`src/rtl/delay_latency_probe_if.sv`:
```
// Handshake/bus bundle between the latency probe and whoever drives it.
// The master side supplies start/probe/expected and the pipeline output;
// the slave side (the probe) drives the pipeline input and the results.
interface delay_latency_probe_if #(
  parameter int W     = 3,
  parameter int CNT_W = 5
);
  logic             start;
  logic [W-1:0]     probe_val;
  logic [CNT_W-1:0] expected;
  logic [W-1:0]     pipe_in;
  logic [W-1:0]     pipe_out;
  logic             busy;
  logic             done;
  logic [CNT_W-1:0] latency;
  logic             timeout;
  logic             match;

  modport master (
    output start, probe_val, expected, pipe_out,
    input  pipe_in, busy, done, latency, timeout, match
  );

  modport slave (
    input  start, probe_val, expected, pipe_out,
    output pipe_in, busy, done, latency, timeout, match
  );
endinterface

```
`src/rtl/delay_latency_probe.sv`:
```
// Latency probe for N-stage delay pipelines: flushes the pipeline with zeros,
// injects one nonzero probe word, counts cycles until it reappears at the
// pipeline output and reports latency, timeout and match against the
// expected depth. Every output is a register loaded from next-state logic,
// so nothing at the outputs depends combinationally on the inputs.
module delay_latency_probe #(
  parameter int W       = 3,
  parameter int CNT_W   = 5,
  parameter int MAX_LAT = 15
) (
  input logic                  clk,
  input logic                  reset,
  delay_latency_probe_if.slave bus
);

  localparam logic [CNT_W-1:0] LP_MAX = CNT_W'(MAX_LAT);
  localparam logic [CNT_W-1:0] LP_ONE = CNT_W'(1);

  typedef enum logic [2:0] {
    S_IDLE  = 3'd0,
    S_FLUSH = 3'd1,
    S_SEND  = 3'd2,
    S_WAIT  = 3'd3,
    S_DONE  = 3'd4
  } state_t;

  state_t           r_state;
  state_t           w_state_next;
  logic [CNT_W-1:0] r_cnt;
  logic [CNT_W-1:0] w_cnt_next;
  logic [W-1:0]     r_probe;
  logic [W-1:0]     w_probe_next;
  logic [CNT_W-1:0] r_exp;
  logic [CNT_W-1:0] w_exp_next;
  logic [W-1:0]     r_pipe_in;
  logic [W-1:0]     w_pipe_in_next;
  logic             r_busy;
  logic             w_busy_next;
  logic             r_done;
  logic             w_done_next;
  logic [CNT_W-1:0] r_latency;
  logic [CNT_W-1:0] w_latency_next;
  logic             r_timeout;
  logic             w_timeout_next;
  logic             r_match;
  logic             w_match_next;

  // Probe word seen at the pipeline output in the current cycle.
  logic             w_hit;
  // A start is only meaningful with a nonzero probe; zero cannot be told
  // apart from the flushed pipeline contents.
  logic             w_start_ok;

  assign w_hit      = (bus.pipe_out == r_probe);
  assign w_start_ok = bus.start && (bus.probe_val != '0);

  // Next-state, counter and result logic; every target defaults to hold.
  always_comb begin
    w_state_next   = r_state;
    w_cnt_next     = r_cnt;
    w_probe_next   = r_probe;
    w_exp_next     = r_exp;
    w_latency_next = r_latency;
    w_timeout_next = r_timeout;
    w_match_next   = r_match;

    case (r_state)
      S_IDLE: begin
        if (w_start_ok) begin
          w_probe_next   = bus.probe_val;
          w_exp_next     = bus.expected;
          w_latency_next = '0;
          w_timeout_next = 1'b0;
          w_match_next   = 1'b0;
          w_cnt_next     = '0;
          w_state_next   = S_FLUSH;
        end
      end

      S_FLUSH: begin
        // MAX_LAT+1 zero cycles clear any pipeline up to that depth.
        if (r_cnt == LP_MAX) begin
          w_cnt_next   = '0;
          w_state_next = S_SEND;
        end else begin
          w_cnt_next = r_cnt + LP_ONE;
        end
      end

      S_SEND: begin
        // A hit here means pipe_out is a direct wire from pipe_in.
        if (w_hit) begin
          w_latency_next = '0;
          w_timeout_next = 1'b0;
          w_match_next   = (r_exp == '0);
          w_state_next   = S_DONE;
        end else begin
          w_cnt_next   = LP_ONE;
          w_state_next = S_WAIT;
        end
      end

      S_WAIT: begin
        if (w_hit) begin
          w_latency_next = r_cnt;
          w_timeout_next = 1'b0;
          w_match_next   = (r_cnt == r_exp);
          w_state_next   = S_DONE;
        end else if (r_cnt == LP_MAX) begin
          // Counter stops here; it never wraps past MAX_LAT.
          w_latency_next = LP_MAX;
          w_timeout_next = 1'b1;
          w_match_next   = 1'b0;
          w_state_next   = S_DONE;
        end else begin
          w_cnt_next = r_cnt + LP_ONE;
        end
      end

      S_DONE: begin
        w_state_next = S_IDLE;
      end

      default: begin
        w_state_next = S_IDLE;
      end
    endcase
  end

  // Registered outputs are derived from the state being entered so that
  // pipe_in carries the probe exactly during the SEND cycle.
  always_comb begin
    w_pipe_in_next = '0;
    w_busy_next    = (w_state_next != S_IDLE);
    w_done_next    = (w_state_next == S_DONE);
    if (w_state_next == S_SEND) begin
      w_pipe_in_next = r_probe;
    end
  end

  // State and result registers with asynchronous active-low reset.
  always_ff @(posedge clk or negedge reset) begin
    if (!reset) begin
      r_state   <= S_IDLE;
      r_cnt     <= '0;
      r_probe   <= '0;
      r_exp     <= '0;
      r_pipe_in <= '0;
      r_busy    <= 1'b0;
      r_done    <= 1'b0;
      r_latency <= '0;
      r_timeout <= 1'b0;
      r_match   <= 1'b0;
    end else begin
      r_state   <= w_state_next;
      r_cnt     <= w_cnt_next;
      r_probe   <= w_probe_next;
      r_exp     <= w_exp_next;
      r_pipe_in <= w_pipe_in_next;
      r_busy    <= w_busy_next;
      r_done    <= w_done_next;
      r_latency <= w_latency_next;
      r_timeout <= w_timeout_next;
      r_match   <= w_match_next;
    end
  end

  assign bus.pipe_in = r_pipe_in;
  assign bus.busy    = r_busy;
  assign bus.done    = r_done;
  assign bus.latency = r_latency;
  assign bus.timeout = r_timeout;
  assign bus.match   = r_match;

endmodule

```
`src/flat_wrapper.sv`:
```
// flat-port wrapper written by rule: the top's interface ports become plain ports
module delay_latency_probe_flat 
#(
  parameter int W       = 3,
  parameter int CNT_W   = 5,
  parameter int MAX_LAT = 15
)
  (clk, reset, bus_start, bus_probe_val, bus_expected, bus_pipe_out, bus_pipe_in, bus_busy, bus_done, bus_latency, bus_timeout, bus_match);
  delay_latency_probe_if #(.W(W), .CNT_W(CNT_W)) bus_i ();
  input logic clk;
  input logic reset;
  input wire logic [$bits(bus_i.start)-1:0] bus_start;
  input wire logic [$bits(bus_i.probe_val)-1:0] bus_probe_val;
  input wire logic [$bits(bus_i.expected)-1:0] bus_expected;
  input wire logic [$bits(bus_i.pipe_out)-1:0] bus_pipe_out;
  output wire logic [$bits(bus_i.pipe_in)-1:0] bus_pipe_in;
  output wire logic [$bits(bus_i.busy)-1:0] bus_busy;
  output wire logic [$bits(bus_i.done)-1:0] bus_done;
  output wire logic [$bits(bus_i.latency)-1:0] bus_latency;
  output wire logic [$bits(bus_i.timeout)-1:0] bus_timeout;
  output wire logic [$bits(bus_i.match)-1:0] bus_match;
  assign bus_i.start = bus_start;
  assign bus_i.probe_val = bus_probe_val;
  assign bus_i.expected = bus_expected;
  assign bus_i.pipe_out = bus_pipe_out;
  assign bus_pipe_in = bus_i.pipe_in;
  assign bus_busy = bus_i.busy;
  assign bus_done = bus_i.done;
  assign bus_latency = bus_i.latency;
  assign bus_timeout = bus_i.timeout;
  assign bus_match = bus_i.match;
  delay_latency_probe #(.W(W), .CNT_W(CNT_W), .MAX_LAT(MAX_LAT)) u_core (.clk(clk), .reset(reset), .bus(bus_i));
endmodule
```
`config.mk`:
```
export PLATFORM = sky130hd
export DESIGN_NAME = delay_latency_probe_flat
export DESIGN_NICKNAME = d
export VERILOG_FILES = /design/src/rtl/delay_latency_probe_if.sv /design/src/rtl/delay_latency_probe.sv /design/src/flat_wrapper.sv
export SDC_FILE = /design/constraint.sdc
export NUM_CORES = 1
export LEC_CHECK = 0
export ABC_AREA = 1
export CAP_MARGIN = 15
export CORE_UTILIZATION = 52
export DETAILED_ROUTE_END_ITERATION = 7
export MAX_ROUTING_LAYER = met4
export PLACE_DENSITY = 0.78
export RECOVER_POWER = 25
export SLEW_MARGIN = 10
export SYNTH_ARGS = -nofsm -noshare
export SYNTH_HDL_FRONTEND = slang
export SYNTH_SLANG_ARGS = --single-unit
```
`constraint.sdc`:
```
create_clock -name clk -period 2 [get_ports clk]
set_clock_uncertainty 0.05 [all_clocks]
set_input_delay 0.4 -clock clk [delete_from_list [all_inputs] [get_ports clk]]
set_output_delay 0.4 -clock clk [all_outputs]
set_load 0.01 [all_outputs]
```
Word-level counts from Yosys, hierarchy flattened
Cells that the tools add are included.
{ "word_totals": {"regBits": 28, "word_cells": 61, "out_inout_bits": 12} }
{ "op_classes": {"add_sub_neg": 1, "n_eq_ne": 14, "mux": 26, "reduce_logical": 10} }
{ "op_table": {"columns": ["op", "count"], "rows": [
  ["two-way mux 5 bit", 8],
  ["one-hot mux 5 bit (4 select lines)", 1],
  ["two-way mux 3 bit", 6],
  ["one-hot mux 5 bit (3 select lines)", 1],
  ["one-hot mux 3 bit (4 select lines)", 1],
  ["equality test 3 x 2 -> 1 bit (second input constant)", 3],
  ["nonzero test 3 bit", 3],
  ["two-way mux 1 bit", 7],
  ["inequality test 2 bit (second input constant)", 3],
  ["one-hot mux 1 bit (3 select lines)", 2],
  ["adder 5 x 1 -> 5 bit (second input constant)", 1],
  ["equality test 5 x 4 -> 1 bit (second input constant)", 1],
  ["equality test 5 bit", 1],
  ["zero test 5 bit", 1],
  ["AND reduction 5 bit", 1],
  ["inequality test 2 x 1 -> 1 bit (second input constant)", 2],
  ["AND reduction 4 bit", 1],
  ["nonzero test 4 bit", 1],
  ["equality test 3 x 1 -> 1 bit (second input constant)", 1],
  ["equality test 3 bit", 1],
  ["equality test 3 bit (second input constant)", 1],
  ["zero test 3 bit", 1],
  ["inequality test 3 x 1 -> 1 bit (second input constant)", 1],
  ["AND reduction 2 bit", 1],
  ["logical AND 1 bit", 1]
]} }

Logic depth before layout (Yosys ltp)
{ "depth": {"depth_word": 6, "depth_mapped": 10, "mapped_depth_nobuf": 10} }

Least setup slack after synthesis
No wires, ideal clock.
{ "synth_path": {"path_type": "reg2reg", "startpoint": "register u_core.r_cnt[0]", "endpoint": "register u_core.r_cnt[2]", "synth_period_minus_slack_ns": 1.771, "setup_slack_ns": 0.229, "setup_time_ns": 0.125, "arrival_ns": 1.596, "stages_incl_launch_ff": 11, "t_required_ns": 1.825, "path_cell_list": "dfrtp_1 > ha_1 > nand2_1 > nor2_1 > ha_1 > inv_1 > o21ai_0 > a21oi_1 > nand2_2 > nand2_1 > o21ai_1"} }
{ "synth_via": {"elab_chain_cells": 4} }
{ "synth_lines": {"columns": ["item", "line", "rtl"], "rows": [
  ["from (decl)", "delay_latency_probe.sv:29", "logic [CNT_W-1:0] r_cnt;"],
  ["from (signal assigned)", "delay_latency_probe.sv:156", "r_cnt <= w_cnt_next;"],
  ["adder 5 x 1 -> 5 bit", "delay_latency_probe.sv:86, delay_latency_probe.sv:116", null],
  ["two-way mux 5 bit", "delay_latency_probe.sv:109", "end else if (r_cnt == LP_MAX) begin"],
  ["two-way mux 5 bit", "delay_latency_probe.sv:104", "if (w_hit) begin"],
  ["one-hot mux 5 bit (4 select lines)", "delay_latency_probe.sv:67", "case (r_state)"]
]} }
Several ways; a longest one is shown, not always the timed one. The select of a mux whose other input is x is not followed.
A chain may end at the register's enable or synchronous reset.

Worst setup path in the final report
{ "layout_path": {"startpoint": "register u_core.r_cnt[0]", "endpoint": "register u_core.r_timeout, in the netlist u_core.bus.timeout"} }
{ "layout_via": {"elab_chain_cells": 3} }
{ "layout_lines": {"columns": ["item", "line", "rtl"], "rows": [
  ["equality test 5 x 4 -> 1 bit", "delay_latency_probe.sv:109", null],
  ["inequality test 3 x 1 -> 1 bit (no line)", null, null],
  ["AND reduction 4 bit (no line)", null, null],
  ["to (signal assigned)", "delay_latency_probe.sv:163", "r_timeout <= w_timeout_next;"],
  ["to (decl)", "delay_latency_probe.sv:43", "logic r_timeout;"]
]} }
Every way passes these cells.

==> results_dict.tcl <==
set metrics [dict create \
    die_area_um2 3184 \
    worstSetupStartpointType "flop" \
    drv_cap 0 \
    crit_chain "ha_1 -> nand2_1 -> nor2_1 -> ha_2 -> inv_2 -> o21a_1 -> nand2_2 -> nand2_4 -> nand2_1 -> nand2_1" \
    route.detailed.wl_per_inst_um 12.50 \
    post_drt_via_cell_ratio 5.219 \
    dpl.hpwl_um 2424 \
    synth-edff-count 0 \
    status "complete, no violations" \
    gp_congestion 0.9607 \
    diodes 0 \
    crit_type "flop to flop" \
    final_antenna_net_count 0 \
    syn_area_um2 1540 \
    ys_seq_area_frac 0.4549 \
    multi_input_area_um2 713.2 \
    ir_drop_mv 0.8314 \
    die_x_um 56.43 \
    fillers 245 \
    fin_crit_ns 1.848 \
    io_pins 26 \
    ys_types 26 \
    cp-end-kind "flop" \
    start_util 0.5538 \
    syn2layout_area_growth_pct 22.10 \
    relSlewSlack 0.5414 \
    clockBufferDepth 2 \
    postCtsHoldBufs 0 \
    synth_top_area_frac 0.4549 \
    synth.net_count 212 \
    worstHoldPathType "flop to flop" \
    synth_common_cells "nand2_1 (66), inv_1 (30), dfrtp_1 (28)" \
    hold_viol 0 \
    cp_slowest_stage_delay_ns 0.42 \
    synthFlopType "dfrtp_1" \
    cts_max_level 1 \
    synth_most_common_cell "nand2_1" \
    fin_crit_sh 0.9239 \
    drt_iter0_markers 61 \
    synth_cells 195 \
    power_density_nw_per_um2 1180 \
    yosysWarningCount 0 \
    antenna_found_initial 0 \
    ff_latch_area_um2 701.9 \
    clkLatencyLatePin_ns 0.33 \
    fin_ws_ns 0.1522 \
    first_pass_iters 5 \
    cp_max_fo 7 \
    rsz0062_at_grt "no" \
    power_mw 2.220 \
    grt_max_degree 29 \
    core_um2 2781 \
    synth_area_leader_cell "dfrtp_1" \
    finalSetupViolations 0 \
    worstPathArrival_ns 2.03 \
    die_h_um 56.43 \
    cts_tree "done" \
    tightest_slew_ns 0.6880 \
    drive_above_1_share 0.1067 \
    routed_wl_um 3200 \
    avgSynthCellArea_um2 7.899 \
    port_buffers 25 \
    ys_seq_elements 28 \
    drc_errors 0 \
    worstPathRequired_ns 2.18 \
    rows 19 \
    critPathBufInv 1 \
    dp_slack_ns -0.02632 \
    cts_buffers 3 \
    grt_remaining_overflow 0 \
    max_freq_ghz 0.5412 \
    path_clk_slew_ns 0.13 \
    grt_pass1_vias 1272 \
    drv_slew 0 \
    vias 1336 \
    crit_slowest_cell "dfrtp_2" \
    final_util 0.6761 \
    p_leak_nw 0.9767 \
    async_reset_ff_frac 1.000 \
    cts-root-buf "clkbuf_4" \
    synth_area_leaders "dfrtp_1 (45%), nand2_1 (16%), inv_1 (7.3%)" \
    worst_path_most_repeated_cell "nand2_1" \
    cp_top_family "simple AND/OR/NAND/NOR gates" \
    grt_first_pass_wirelength_um 5444 \
    nets 243 \
    cts.sinks 28 \
    grt_util_all_layers 0.2259 \
]
[worst paths after layout]
kind,startpoint,endpoint,slack (ns),cells past startpoint
setup / recovery,u_core.r_cnt[0],u_core.bus.timeout,0.15,10
hold / removal,u_core.bus.latency[4],u_core.bus.latency[4],0.44,2
setup reg to reg,u_core.r_cnt[0],u_core.bus.timeout,0.15,10
hold reg to reg,u_core.bus.latency[4],u_core.bus.latency[4],0.44,2
max in group asynchronous,reset,u_core.r_cnt[0],0.84,2
min in group asynchronous,reset,u_core.bus.pipe_in[0],0.57,2
[cells by family (layout without fill, tap and decap cells)]
logic type,count (synthesis),count (layout),synth area share
compound gates,27,27,0.1007
xor+xnor,3,3,0.02925
fa+ha+maj,3,3,0.02437
buf+inv,33,63,0.09098
flops,28,28,0.4549
simple gates,101,101,0.2998
[metal layers]
metal  GRT usage  routed length (µm)  up-vias
met1      0.2715                1327      612
met3     0.03456                 165        8
met4     0.09756                  54        0
met2      0.3765                1652       48
met5           -                   0        -
li1            -                   -      668
[per-stage QoR]
stage / instance area (µm²) / hold slack, ns / instances / TNS (ns)
5_1_grt: 1881 / 0.4659 / 256 / 0
2_1_floorplan: 1540 / 0.05441 / 195 / 0
3_5_place_dp: 1817 / 0.4142 / 250 / -0.08679
4_1_cts: 1857 / 0.3870 / 254 / 0
6_report: 1881 / 0.4423 / 256 / 0
3_3_place_gp: 1817 / 0.4137 / 250 / 0
[power breakdown]
part | switching (mW) | total [mW] | leakage [nW] | internal [mW]
registers | 0.153 | 0.891 | 0.352 | 0.737
clock network | 0.159 | 0.270 | 0.0210 | 0.111
logic | 0.613 | 1.06 | 0.604 | 0.446
total | 0.926 | 2.22 | 0.977 | 1.29
[worst reg2reg max path, stage by stage (launching register included)]
cell and delay (ns):
dfrtp_2 0.42, ha_1 0.21, nand2_1 0.07, nor2_1 0.14, ha_2 0.23, inv_2 0.07
o21a_1 0.23, nand2_2 0.13, nand2_4 0.09, nand2_1 0.06, nand2_1 0.05
[registers in the layout, summed over array words and instances, names as in the netlist]
signal              count
u_core.r_probe          3
u_core.bus.latency      5
u_core.bus.done         1
u_core.bus.pipe_in      3
u_core.bus.busy         1
u_core.r_cnt            5
u_core.r_state          3
u_core.r_exp            5
u_core.bus.timeout      1
u_core.bus.match        1
[cell type report]
| class | instances | share of cell area |
|---|---|---|
| clock buffers | 4 | 0.01929 |
| inverters | 30 | 0.05988 |
| multi-input cells | 134 | 0.3792 |
| flip-flops and latches | 28 | 0.3733 |
| well taps | 31 | 0.02063 |
| repair buffers | 29 | 0.1477 |
[layout by cell type (no fill, tap or decap)]
master	Yosys	final
clkdlybuf4s50_1	0	24
nor3_4	1	1
ha_1	3	2
inv_1	30	29
nand2_4	1	1
dlygate4sd3_1	0	1
dfrtp_1	28	27
dfrtp_2	0	1
a21oi_4	0	1
xnor2_1	1	1
o21ai_1	4	5
a21oi_2	3	3
nand3_2	1	1
nor2_4	1	1
o2111ai_1	1	1
clkbuf_4	0	3
nand3_1	7	7
nand4_2	1	1
xnor2_4	1	1
inv_2	0	1
a21oi_1	9	8
o21ai_0	8	7
clkbuf_8	0	1
nor2_1	15	15
clkbuf_2	0	1
o211ai_1	1	1
o21a_1	1	1
xor2_1	1	1
nand3_4	1	1
ha_2	0	1
nand4_1	5	5
nand2_2	2	2
nand2_1	66	66
buf_4	0	3
[repair_timing]
item / CTS / global route
buffers inserted: 0 / 2
setup endpoints to repair: 5 / 13
resized for setup: 1 / 5
Power figures use the tool's default switching activity.
